File: src/rtl/rsa_exp_ctrl_if.sv
// Job request, mod_exp launch/operand and response signals of rsa_exp_ctrl.
// slave is the controller side; master is the host plus mod_exp side.
interface rsa_exp_ctrl_if #(
    parameter int DATA_WIDTH = 9
);
    localparam int TW = $clog2(DATA_WIDTH);

    logic                  req_valid;
    logic                  req_ready;
    logic [DATA_WIDTH-1:0] req_c;
    logic [DATA_WIDTH-1:0] req_d;
    logic [DATA_WIDTH-1:0] req_n;

    logic                  me_start;
    logic [DATA_WIDTH-1:0] me_c;
    logic [DATA_WIDTH-1:0] me_d;
    logic [DATA_WIDTH-1:0] me_n;
    logic [DATA_WIDTH-1:0] me_r2_mod_n;
    logic [TW-1:0]         me_t_sub_1;
    logic                  me_ready;
    logic [DATA_WIDTH-1:0] me_m;
    logic                  me_done;

    logic                  rsp_valid;
    logic                  rsp_ready;
    logic [DATA_WIDTH-1:0] rsp_m;
    logic                  rsp_err;

    modport slave (
        input  req_valid, req_c, req_d, req_n,
        input  me_ready, me_m, me_done,
        input  rsp_ready,
        output req_ready,
        output me_start, me_c, me_d, me_n, me_r2_mod_n, me_t_sub_1,
        output rsp_valid, rsp_m, rsp_err
    );

    modport master (
        output req_valid, req_c, req_d, req_n,
        output me_ready, me_m, me_done,
        output rsp_ready,
        input  req_ready,
        input  me_start, me_c, me_d, me_n, me_r2_mod_n, me_t_sub_1,
        input  rsp_valid, rsp_m, rsp_err
    );
endinterface

File: src/rtl/rsa_exp_ctrl.sv
// Sequences one mod_exp job: validates (c,d,n), derives t_sub_1 and 2^(2K) mod n by
// 2K shift-subtract steps, launches mod_exp and holds the result until rsp is taken.
module rsa_exp_ctrl #(
    parameter int DATA_WIDTH = 9
) (
    input  logic              clk,
    input  logic              rst,
    input  logic              ce,
    rsa_exp_ctrl_if.slave     bus
);
    localparam int K    = DATA_WIDTH + 2;
    localparam int ITER = 2 * K;
    localparam int CW   = $clog2(ITER + 1);
    localparam int TW   = $clog2(DATA_WIDTH);

    typedef enum logic [2:0] {
        IDLE   = 3'd0,
        R2     = 3'd1,
        LAUNCH = 3'd2,
        WAIT   = 3'd3,
        RESP   = 3'd4
    } state_t;

    state_t                state_q;
    logic [DATA_WIDTH-1:0] c_q;
    logic [DATA_WIDTH-1:0] d_q;
    logic [DATA_WIDTH-1:0] n_q;
    logic [DATA_WIDTH-1:0] x_q;
    logic [DATA_WIDTH-1:0] rsp_m_q;
    logic                  rsp_err_q;
    logic [TW-1:0]         tsub_q;
    logic [CW-1:0]         cnt_q;

    function automatic logic [TW-1:0] msb_index(input logic [DATA_WIDTH-1:0] v);
        logic [TW-1:0] idx;
        idx = '0;
        for (int i = 0; i < DATA_WIDTH; i++) begin
            if (v[i]) idx = TW'(i);
        end
        return idx;
    endfunction

    logic req_bad;
    logic last_iter;
    logic [DATA_WIDTH:0]   x2;
    logic [DATA_WIDTH:0]   x2_sub;
    logic [DATA_WIDTH-1:0] x_d;

    // Even, tiny or non-reduced operands cannot go through Montgomery reduction.
    assign req_bad = !bus.req_n[0]
                   || (bus.req_n < DATA_WIDTH'(3))
                   || (bus.req_c >= bus.req_n);

    assign last_iter = (cnt_q == CW'(ITER - 1));

    // One doubling mod n per step; x < n keeps x2 within DATA_WIDTH+1 bits.
    always_comb begin
        x2     = {x_q, 1'b0};
        x2_sub = x2 - {1'b0, n_q};
        x_d    = x2[DATA_WIDTH-1:0];
        if (x2 >= {1'b0, n_q}) begin
            x_d = x2_sub[DATA_WIDTH-1:0];
        end
    end

    always_ff @(posedge clk or posedge rst) begin
        if (rst) begin
            state_q   <= IDLE;
            c_q       <= '0;
            d_q       <= '0;
            n_q       <= '0;
            x_q       <= '0;
            rsp_m_q   <= '0;
            rsp_err_q <= 1'b0;
            tsub_q    <= '0;
            cnt_q     <= '0;
        end else if (ce) begin
            case (state_q)
                IDLE: begin
                    if (bus.req_valid) begin
                        c_q    <= bus.req_c;
                        d_q    <= bus.req_d;
                        n_q    <= bus.req_n;
                        tsub_q <= msb_index(bus.req_d);
                        if (req_bad) begin
                            rsp_err_q <= 1'b1;
                            rsp_m_q   <= '0;
                            state_q   <= RESP;
                        end else if (bus.req_d == '0) begin
                            rsp_err_q <= 1'b0;
                            rsp_m_q   <= DATA_WIDTH'(1);
                            state_q   <= RESP;
                        end else begin
                            rsp_err_q <= 1'b0;
                            x_q       <= DATA_WIDTH'(1);
                            cnt_q     <= '0;
                            state_q   <= R2;
                        end
                    end
                end
                R2: begin
                    x_q   <= x_d;
                    cnt_q <= cnt_q + CW'(1);
                    if (last_iter) state_q <= LAUNCH;
                end
                LAUNCH: begin
                    if (bus.me_ready) state_q <= WAIT;
                end
                WAIT: begin
                    if (bus.me_done) begin
                        rsp_m_q   <= bus.me_m;
                        rsp_err_q <= 1'b0;
                        state_q   <= RESP;
                    end
                end
                RESP: begin
                    if (bus.rsp_ready) state_q <= IDLE;
                end
                default: state_q <= IDLE;
            endcase
        end
    end

    // Start is decoded in-cycle so a stalled (ce low) LAUNCH cycle neither fires nor loses it.
    assign bus.me_start    = (state_q == LAUNCH) && bus.me_ready && ce;
    assign bus.req_ready   = (state_q == IDLE) && !rst;
    assign bus.me_c        = c_q;
    assign bus.me_d        = d_q;
    assign bus.me_n        = n_q;
    assign bus.me_r2_mod_n = x_q;
    assign bus.me_t_sub_1  = tsub_q;
    assign bus.rsp_valid   = (state_q == RESP);
    assign bus.rsp_m       = rsp_m_q;
    assign bus.rsp_err     = rsp_err_q;
endmodule

File: src/flat_wrapper.sv
// flat-port wrapper written by rule: the top's interface ports become plain ports
module rsa_exp_ctrl_flat 
#(
    parameter int DATA_WIDTH = 9
)
  (clk, rst, ce, bus_req_valid, bus_req_c, bus_req_d, bus_req_n, bus_me_ready, bus_me_m, bus_me_done, bus_rsp_ready, bus_req_ready, bus_me_start, bus_me_c, bus_me_d, bus_me_n, bus_me_r2_mod_n, bus_me_t_sub_1, bus_rsp_valid, bus_rsp_m, bus_rsp_err);
  rsa_exp_ctrl_if #(.DATA_WIDTH(DATA_WIDTH)) bus_i ();
  input  logic clk;
  input  logic rst;
  input  logic ce;
  input wire logic [$bits(bus_i.req_valid)-1:0] bus_req_valid;
  input wire logic [$bits(bus_i.req_c)-1:0] bus_req_c;
  input wire logic [$bits(bus_i.req_d)-1:0] bus_req_d;
  input wire logic [$bits(bus_i.req_n)-1:0] bus_req_n;
  input wire logic [$bits(bus_i.me_ready)-1:0] bus_me_ready;
  input wire logic [$bits(bus_i.me_m)-1:0] bus_me_m;
  input wire logic [$bits(bus_i.me_done)-1:0] bus_me_done;
  input wire logic [$bits(bus_i.rsp_ready)-1:0] bus_rsp_ready;
  output wire logic [$bits(bus_i.req_ready)-1:0] bus_req_ready;
  output wire logic [$bits(bus_i.me_start)-1:0] bus_me_start;
  output wire logic [$bits(bus_i.me_c)-1:0] bus_me_c;
  output wire logic [$bits(bus_i.me_d)-1:0] bus_me_d;
  output wire logic [$bits(bus_i.me_n)-1:0] bus_me_n;
  output wire logic [$bits(bus_i.me_r2_mod_n)-1:0] bus_me_r2_mod_n;
  output wire logic [$bits(bus_i.me_t_sub_1)-1:0] bus_me_t_sub_1;
  output wire logic [$bits(bus_i.rsp_valid)-1:0] bus_rsp_valid;
  output wire logic [$bits(bus_i.rsp_m)-1:0] bus_rsp_m;
  output wire logic [$bits(bus_i.rsp_err)-1:0] bus_rsp_err;
  assign bus_i.req_valid = bus_req_valid;
  assign bus_i.req_c = bus_req_c;
  assign bus_i.req_d = bus_req_d;
  assign bus_i.req_n = bus_req_n;
  assign bus_i.me_ready = bus_me_ready;
  assign bus_i.me_m = bus_me_m;
  assign bus_i.me_done = bus_me_done;
  assign bus_i.rsp_ready = bus_rsp_ready;
  assign bus_req_ready = bus_i.req_ready;
  assign bus_me_start = bus_i.me_start;
  assign bus_me_c = bus_i.me_c;
  assign bus_me_d = bus_i.me_d;
  assign bus_me_n = bus_i.me_n;
  assign bus_me_r2_mod_n = bus_i.me_r2_mod_n;
  assign bus_me_t_sub_1 = bus_i.me_t_sub_1;
  assign bus_rsp_valid = bus_i.rsp_valid;
  assign bus_rsp_m = bus_i.rsp_m;
  assign bus_rsp_err = bus_i.rsp_err;
  rsa_exp_ctrl #(.DATA_WIDTH(DATA_WIDTH)) u_core (.clk(clk), .rst(rst), .ce(ce), .bus(bus_i));
endmodule
File: config.mk
export PLATFORM = sky130hd
export DESIGN_NAME = rsa_exp_ctrl_flat
export DESIGN_NICKNAME = d
export VERILOG_FILES = /design/src/rtl/rsa_exp_ctrl_if.sv /design/src/rtl/rsa_exp_ctrl.sv /design/src/flat_wrapper.sv
export SDC_FILE = /design/constraint.sdc
export NUM_CORES = 1
export LEC_CHECK = 0
export ABC_AREA = 0
export CORE_MARGIN = 2
export CORE_UTILIZATION = 51
export CTS_CLUSTER_SIZE = 28
export DETAILED_ROUTE_END_ITERATION = 16
export HOLD_SLACK_MARGIN = 0.08
export PLACE_DENSITY_LB_ADDON = 0.12
export SLEW_MARGIN = 20
export SYNTH_ARGS = -nofsm -noshare
export SYNTH_HDL_FRONTEND = slang
export SYNTH_SLANG_ARGS = --single-unit
export TNS_END_PERCENT = 1
File: constraint.sdc
create_clock -name clk -period 3.3 [get_ports clk]
set_input_delay 0.99 -clock clk [delete_from_list [all_inputs] [get_ports clk]]
set_output_delay 0.99 -clock clk [all_outputs]
set_load 0.01 [all_outputs]
==> results of run 1 <==
[cells by family (layout without fill, tap and decap cells)]
kind of cell / count (synthesis) / count (layout) / synth area share, %
compound gates: 79 / 79 / 18.4
xor+xnor: 4 / 4 / 1.08
fa+ha+maj: 21 / 21 / 8.35
buf+inv: 47 / 155 / 5.99
flops: 57 / 57 / 44.0
mux: 27 / 27 / 9.12
simple gates: 78 / 78 / 13.0
[cells in the mapped netlist (2+ instances only)]
cell type,instances
dfrtp_1,57
inv_1,35
nand2_1,22
ha_1,20
o21ai_0,19
mux2_2,16
nor2_1,16
a21oi_1,12
mux2i_1,10
a22o_1,8
o22ai_2,8
a31oi_1,6
buf_2,5
clkbuf_1,5
nand2b_1,5
nor3b_1,5
nor3_1,4
nor4_1,4
o21bai_1,4
o31ai_1,4
nand3_1,3
nand3b_1,3
o21a_1,3
or3_1,3
a21o_1,2
and3_1,2
nand4_1,2
xnor2_1,2
xor2_1,2
[where the power goes]
| part | total, mW | switching (mW) | internal (mW) |
|---|---|---|---|
| combinational | 2.23 | 1.02 | 1.21 |
| clock | 0.729 | 0.284 | 0.444 |
| sequential | 1.23 | 0.241 | 0.989 |
[state kept, by name, summed over array words and instances, names as in the netlist]
| name | cells |
|---|---|
| u_core.bus.me_c | 9 |
| u_core.bus.me_d | 8 |
| u_core.bus.me_n | 9 |
| u_core.bus.me_r2_mod_n | 9 |
| u_core.bus.me_t_sub_1 | 4 |
| u_core.bus.rsp_err | 1 |
| u_core.bus.rsp_m | 9 |
| u_core.cnt_q | 5 |
| u_core.state_q | 3 |
[per-layer routing]
layer  track usage (%)  routed length, um  vias up  part of all wire [%]
li1                  -                  -     1327                     -
met2              37.6               3530       63                    47
met1              29.1               3390     1292                    45
met4              7.92                 84        0                   1.1
met3              9.00                542        7                   7.2
met5                 0                  0        -                     0
[worst min-delay path: cells and delay by family, from the launching register on]
| kind | cells | cell delay (ns) |
|---|---|---|
| flops | 1 | 0.34 |
| simple gates | 1 | 0.05 |
| compound gates | 1 | 0.06 |
[final timing paths]
| path | from | end | slack, ns | cells after the start |
|---|---|---|---|---|
| max reg2reg | u_core.bus.me_r2_mod_n[2] | u_core.bus.me_r2_mod_n[1] | 0.97 | 7 |
| min in group asynchronous | rst | u_core.state_q[2] | 1.20 | 3 |
| min reg2reg | u_core.bus.me_d[6] | u_core.bus.me_d[6] | 0.48 | 2 |
| max | rst | bus_req_ready | 0.13 | 3 |
| max in group asynchronous | rst | u_core.bus.me_r2_mod_n[4] | 1.63 | 3 |
| min | u_core.bus.me_d[6] | u_core.bus.me_d[6] | 0.48 | 2 |
[through the flow]
step                      instances  cell area, um2  util, %  total power [mW]  TNS, ns
after floorplan                 313            3240        -              2.60        0
after global placement          482            4300     68.9              3.41        0
after detailed placement        482            4300     68.9              3.47  -0.0414
after CTS                       498            4520     72.5              4.22        0
after global routing            498            4520     72.5              4.51        0
final                           498            4520     72.5              4.19        0
[repair_timing]
action,4_1_cts,5_1_grt
resized for setup,1,0
setup endpoints to repair,1,0
hold buffers,0,0
[final cells by class]
type | instances | area [um2] | area share [%]
well taps | 77 | 96.3 | 2.13
clock buffers | 11 | 141 | 3.13
flip-flops and latches | 57 | 1430 | 31.5
clock inverters | 5 | 78.8 | 1.74
inverters | 35 | 131 | 2.91
multi-input cells | 209 | 1620 | 35.8
repair buffers | 104 | 1030 | 22.8
==> impl_results.md, run 1 <==
- Routed Antenna Nets: 0
- Routed vias/inst: 5.40
- Critical-path cell list: clkdlybuf4s50_1 > nor4_1 > clkdlybuf4s50_1
- H-Tree Depth: 3
- F_max: 0.316 GHz
- DRC: 0
- CP Max Fanout: 2
- Synth area leader: dfrtp_1
- GP Congestion: between 0.8 and 0.9
- CTS tree: yes
- Root buffer cell: clkbuf_8
- Total Wirelength: 7540 um
- HP Class: flop to flop
- Slew headroom: a little over half
- Status: finished, final reports clean
- Pre-Repair DR Iteration Count: 4
- Yosys reg bits: 57
- Fin Hold WS: 0.477 ns
- Syn. warnings: 0
- Clk slew on worst S/H paths: 0.06 ns
- Clock Latency Late Sink: between 0.3 and 0.4 ns
- CP required: between 2 and 2.5 ns
- CTS Buf Count: 9
- Slew Viols, Final: 0
- I/O Pins: 96
- Clk sinks: 57
- Fin Clk Skew: around 0.0055 ns
- Critical path class: input port to primary output
- Most used cell, CP: clkdlybuf4s50_1
- Post-synth top area share: 44.0%
- Post-CTS setup buffer count: 0
- Number of global-route vias before repair: roughly 2900
- ANT cells: 0
- Core area: about 6200 um2
- Final setup margin: between 0.1 and 0.15 ns
- Port Buffers: between 90 and 100
- Top Family by Delay on Critical Path: buffers and inverters
- CP Capture Type: primary output
- DR vias: 2689
- CP Launch Type: input port
- Pwr dens: about 930 nW/um2
- Initial antenna violation count: 0
- GR Overflow Total: 0
- Final setup fails: 0
- Cell count after synthesis: about 310
- Most common cell after layout, fill and taps aside: clkdlybuf4s50_1
- WL/cell: approximately 15 um
- Main synth FF type: dfrtp_1
- Max stage delay on crit path: 0.58 ns
- Die Width: roughly 84 um
- Number of flops mapped to enable cells by yosys: 0
- Syn_nets: around 380
- Layout cells sized above 1: between 10% and 20%
- Max Cap Viol: 0
- First-pass GRT wire length: 12900 um
- Filler Cells Inserted: ~450
- Die Ht: between 80 and 90 um
- Fraction of registers with async set/reset: 100%
- # rows: 29
- Sequential-to-total area share from yosys stat: between 40 and 50%
- All-Layer GR Usage: approximately a quarter
- Mapped Area: about 3200 um2
- Crit share post-route: a little over nine tenths
- Syn Area/Cell: 10.3 um2
- DR iter-0 viols: 152
- Initial Util: between 50% and 60%
- CP Buf/Inv Count: 2
- Area Overhead vs Synth: 39.6%
- Hold Violations, Final: 0
- LEAKAGE: approximately 2.1 nW
- Nets: 480
- Slowest CP cell: clkdlybuf4s50_1
- Largest net degree at the start of global routing: between 50 and 60
- Critical Path AT: 2.18 ns
- Die Area: 7000 um2
- Post-layout min period: approximately 3.2 ns
- RSZ-0062 raised after global routing: false
- Dpl ws: -0.0414 ns
- Commonest non-fill, non-tap cells in the layout: clkdlybuf4s50_1, dfrtp_1, inv_1
- Dpl hpwl: 5470 um
- Max IR drop VDD: 0.530 mV
- Slew of the pin with the lowest slew margin: just over 0.7 ns
- Netlist cell types: 55
- Area contributors post-synth: dfrtp_1, ha_1, mux2_2
- Max Buffers Root-to-Sink: 2
No activity file was read; power rests on OpenSTA's default activity.
==> run 2, diff against run 1 <==
--- a/config.mk
+++ b/config.mk
@@ -14,2 +14,3 @@
 export PLACE_DENSITY_LB_ADDON = 0.12
+export SKIP_CTS_REPAIR_TIMING = 1
 export SLEW_MARGIN = 20
==> constraint.sdc (replaced) <==
create_clock -name clk -period 3.3 [get_ports clk]
set_input_delay 0.66 -clock clk [delete_from_list [all_inputs] [get_ports clk]]
set_output_delay 0.66 -clock clk [all_outputs]
set_load 0.01 [all_outputs]
==> run 2 against run 1 <==
Effect of this change: die area stayed put; via count is 0.52% lower; final cell count is 1.0% lower; sequential share of layout area is 0.47 points higher; first-iteration DRC count is 27% lower; clock-buffer cell count is 1 higher; maximum frequency is 15% higher; worst setup slack better by 0.42 ns; register-to-register slack worse by 0.04 ns.
==> impl_results.md, run 2 (synthesis gave the netlist of run 1 again) <==
- Layout cells sized above 1: 13.2% (-1.0 points)
- Final setup fails: 0 (unchanged)
- WL/cell: 15.4 um (+1.7%)
- Root buffer cell: clkbuf_8
- Core area: 6240 um2 (unchanged)
- # rows: 29 (unchanged)
- Area Overhead vs Synth: 37.6%
- Number of global-route vias before repair: 2796 (-2.1%)
- Post-layout min period: 2.74 ns (-0.422 ns)
- Initial Util: 51.9% (unchanged)
- Critical Path AT: 2.08 ns (-0.10 ns)
- Max Buffers Root-to-Sink: 2 (unchanged)
- H-Tree Depth: 3 (unchanged)
- Slew Viols, Final: 0 (unchanged)
- Clock Latency Late Sink: 0.34 ns (about the same)
- CP required: 2.64 ns (+0.33 ns)
- Slew headroom: 50.8% (-1.7 points)
- Routed Antenna Nets: 0 (unchanged)
- Max Cap Viol: 0 (unchanged)
- DR vias: 2675 (-0.52%)
- DRC: 0 (unchanged)
- Fin Setup TNS: 0 ns (unchanged)
- All-Layer GR Usage: 23.3% (-0.10 points)
- Pre-Repair DR Iteration Count: 4 (unchanged)
- Fin Hold WS: 0.479 ns (+0.00199 ns)
- CTS tree: yes
- F_max: 0.364 GHz (+15%)
- Status: finished, final reports clean
- First-pass GRT wire length: 13100 um (+0.96%)
- Max IR drop VDD: 0.641 mV (+21%)
- I/O Pins: 96 (unchanged)
- CP Launch Type: input port
- Initial antenna violation count: 0 (unchanged)
- CP Max Fanout: 4 (+2)
- LEAKAGE: 2.02 nW (-1.9%)
- GR Overflow Total: 0 (unchanged)
- Nets: 476 (-0.83%)
- ANT cells: 0 (unchanged)
- Critical path class: input port to primary output
- Die Ht: 83.7 um (unchanged)
- Port Buffers: 95 (unchanged)
- GP Congestion: 0.812 (-7.4%)
- Total Wirelength: 7600 um (+0.70%)
- Clk sinks: 57 (unchanged)
- Die Area: 7000 um2 (unchanged)
- HP Class: flop to flop
- Hold Violations, Final: 0 (unchanged)
- DR iter-0 viols: 111 (-27%)
- CTS Buf Count: 9 (unchanged)
- Pwr dens: 920 nW/um2 (-0.60%)
- Largest net degree at the start of global routing: 46 (-21%)
- Fin Clk Skew: 0.00737 ns (+0.00188 ns)
- Dpl hpwl: 5730 um (+4.8%)
- RSZ-0062 raised after global routing: false
- Slew of the pin with the lowest slew margin: 0.732 ns (+0.0188 ns)
- Most common cell after layout, fill and taps aside: clkdlybuf4s50_1
- Clk slew on worst S/H paths: 0.06 ns (about the same)
- Crit share post-route: 83.2% (-13 points)
- Die Width: 83.7 um (unchanged)
- Commonest non-fill, non-tap cells in the layout: clkdlybuf4s50_1, dfrtp_1, inv_1
- Routed vias/inst: 5.43 (+0.49%)
- CP Capture Type: primary output
## run 2: cell types whose count changed in the layout (fill, tap and decap cells not counted)
| cell | delta |
|---|---|
| dlygate4sd2_1 | -1 |
| bufinv_16 | -1 |
| buf_4 | -3 |
| buf_12 | -1 |
| clkinv_4 | -1 |
| clkdlybuf4s50_1 | +1 |
| clkbuf_8 | +1 |
## run 2: metal layers
layer / wire, um / global-route usage, % / part of all wire, %
met1: 3370 / 29.5 / 44
met2: 3510 / 36.7 / 46
met3: 533 / 8.61 / 7.0
met4: 187 / 8.65 / 2.5
met5: 0 / 0 / 0
## run 2: worst max-delay path: stages
cell and delay (ns):
clkdlybuf4s50_1 0.47, nor2b_2 0.21, and4_1 0.21, clkdlybuf4s50_1 0.54
## run 2: worst paths after layout
kind                                            from                        end  slack [ns]  cells after the start
setup / recovery                                  ce               bus_me_start        0.56                      4
hold / removal              u_core.bus.me_t_sub_1[2]   u_core.bus.me_t_sub_1[2]        0.48                      2
setup reg to reg           u_core.bus.me_r2_mod_n[2]  u_core.bus.me_r2_mod_n[7]        0.93                      7
hold reg to reg             u_core.bus.me_t_sub_1[2]   u_core.bus.me_t_sub_1[2]        0.48                      2
max in group asynchronous                        rst         u_core.bus.me_c[7]        2.02                      3
min in group asynchronous                        rst        u_core.bus.rsp_m[7]        0.66                      2
## run 2: through the flow
stage	utilization, %	total power, mW	cell area [um2]	instances	worst slack (ns)
2_1_floorplan	-	2.60	3240	313	0.945
3_3_place_gp	68.3	3.41	4260	478	0.357
3_5_place_dp	68.3	3.45	4260	478	0.289
4_1_cts	71.4	4.13	4460	493	0.544
5_1_grt	71.4	4.41	4460	493	0.478
6_report	71.4	4.10	4460	493	0.556
## run 2: final cells by class
type	count	area, um2
flip-flops and latches	57	1430
clock buffers	12	155
fillers	493	1790
repair buffers	100	988
multi-input cells	209	1620
clock inverters	3	40.0
well taps	77	96.3
inverters	35	131
## run 2: power by group
part / internal [mW] / leakage [nW] / switching [mW]
clock network: 0.383 / 0.102 / 0.276
logic: 1.19 / 1.19 / 0.999
registers: 0.988 / 0.722 / 0.264
total: 2.56 / 2.02 / 1.54
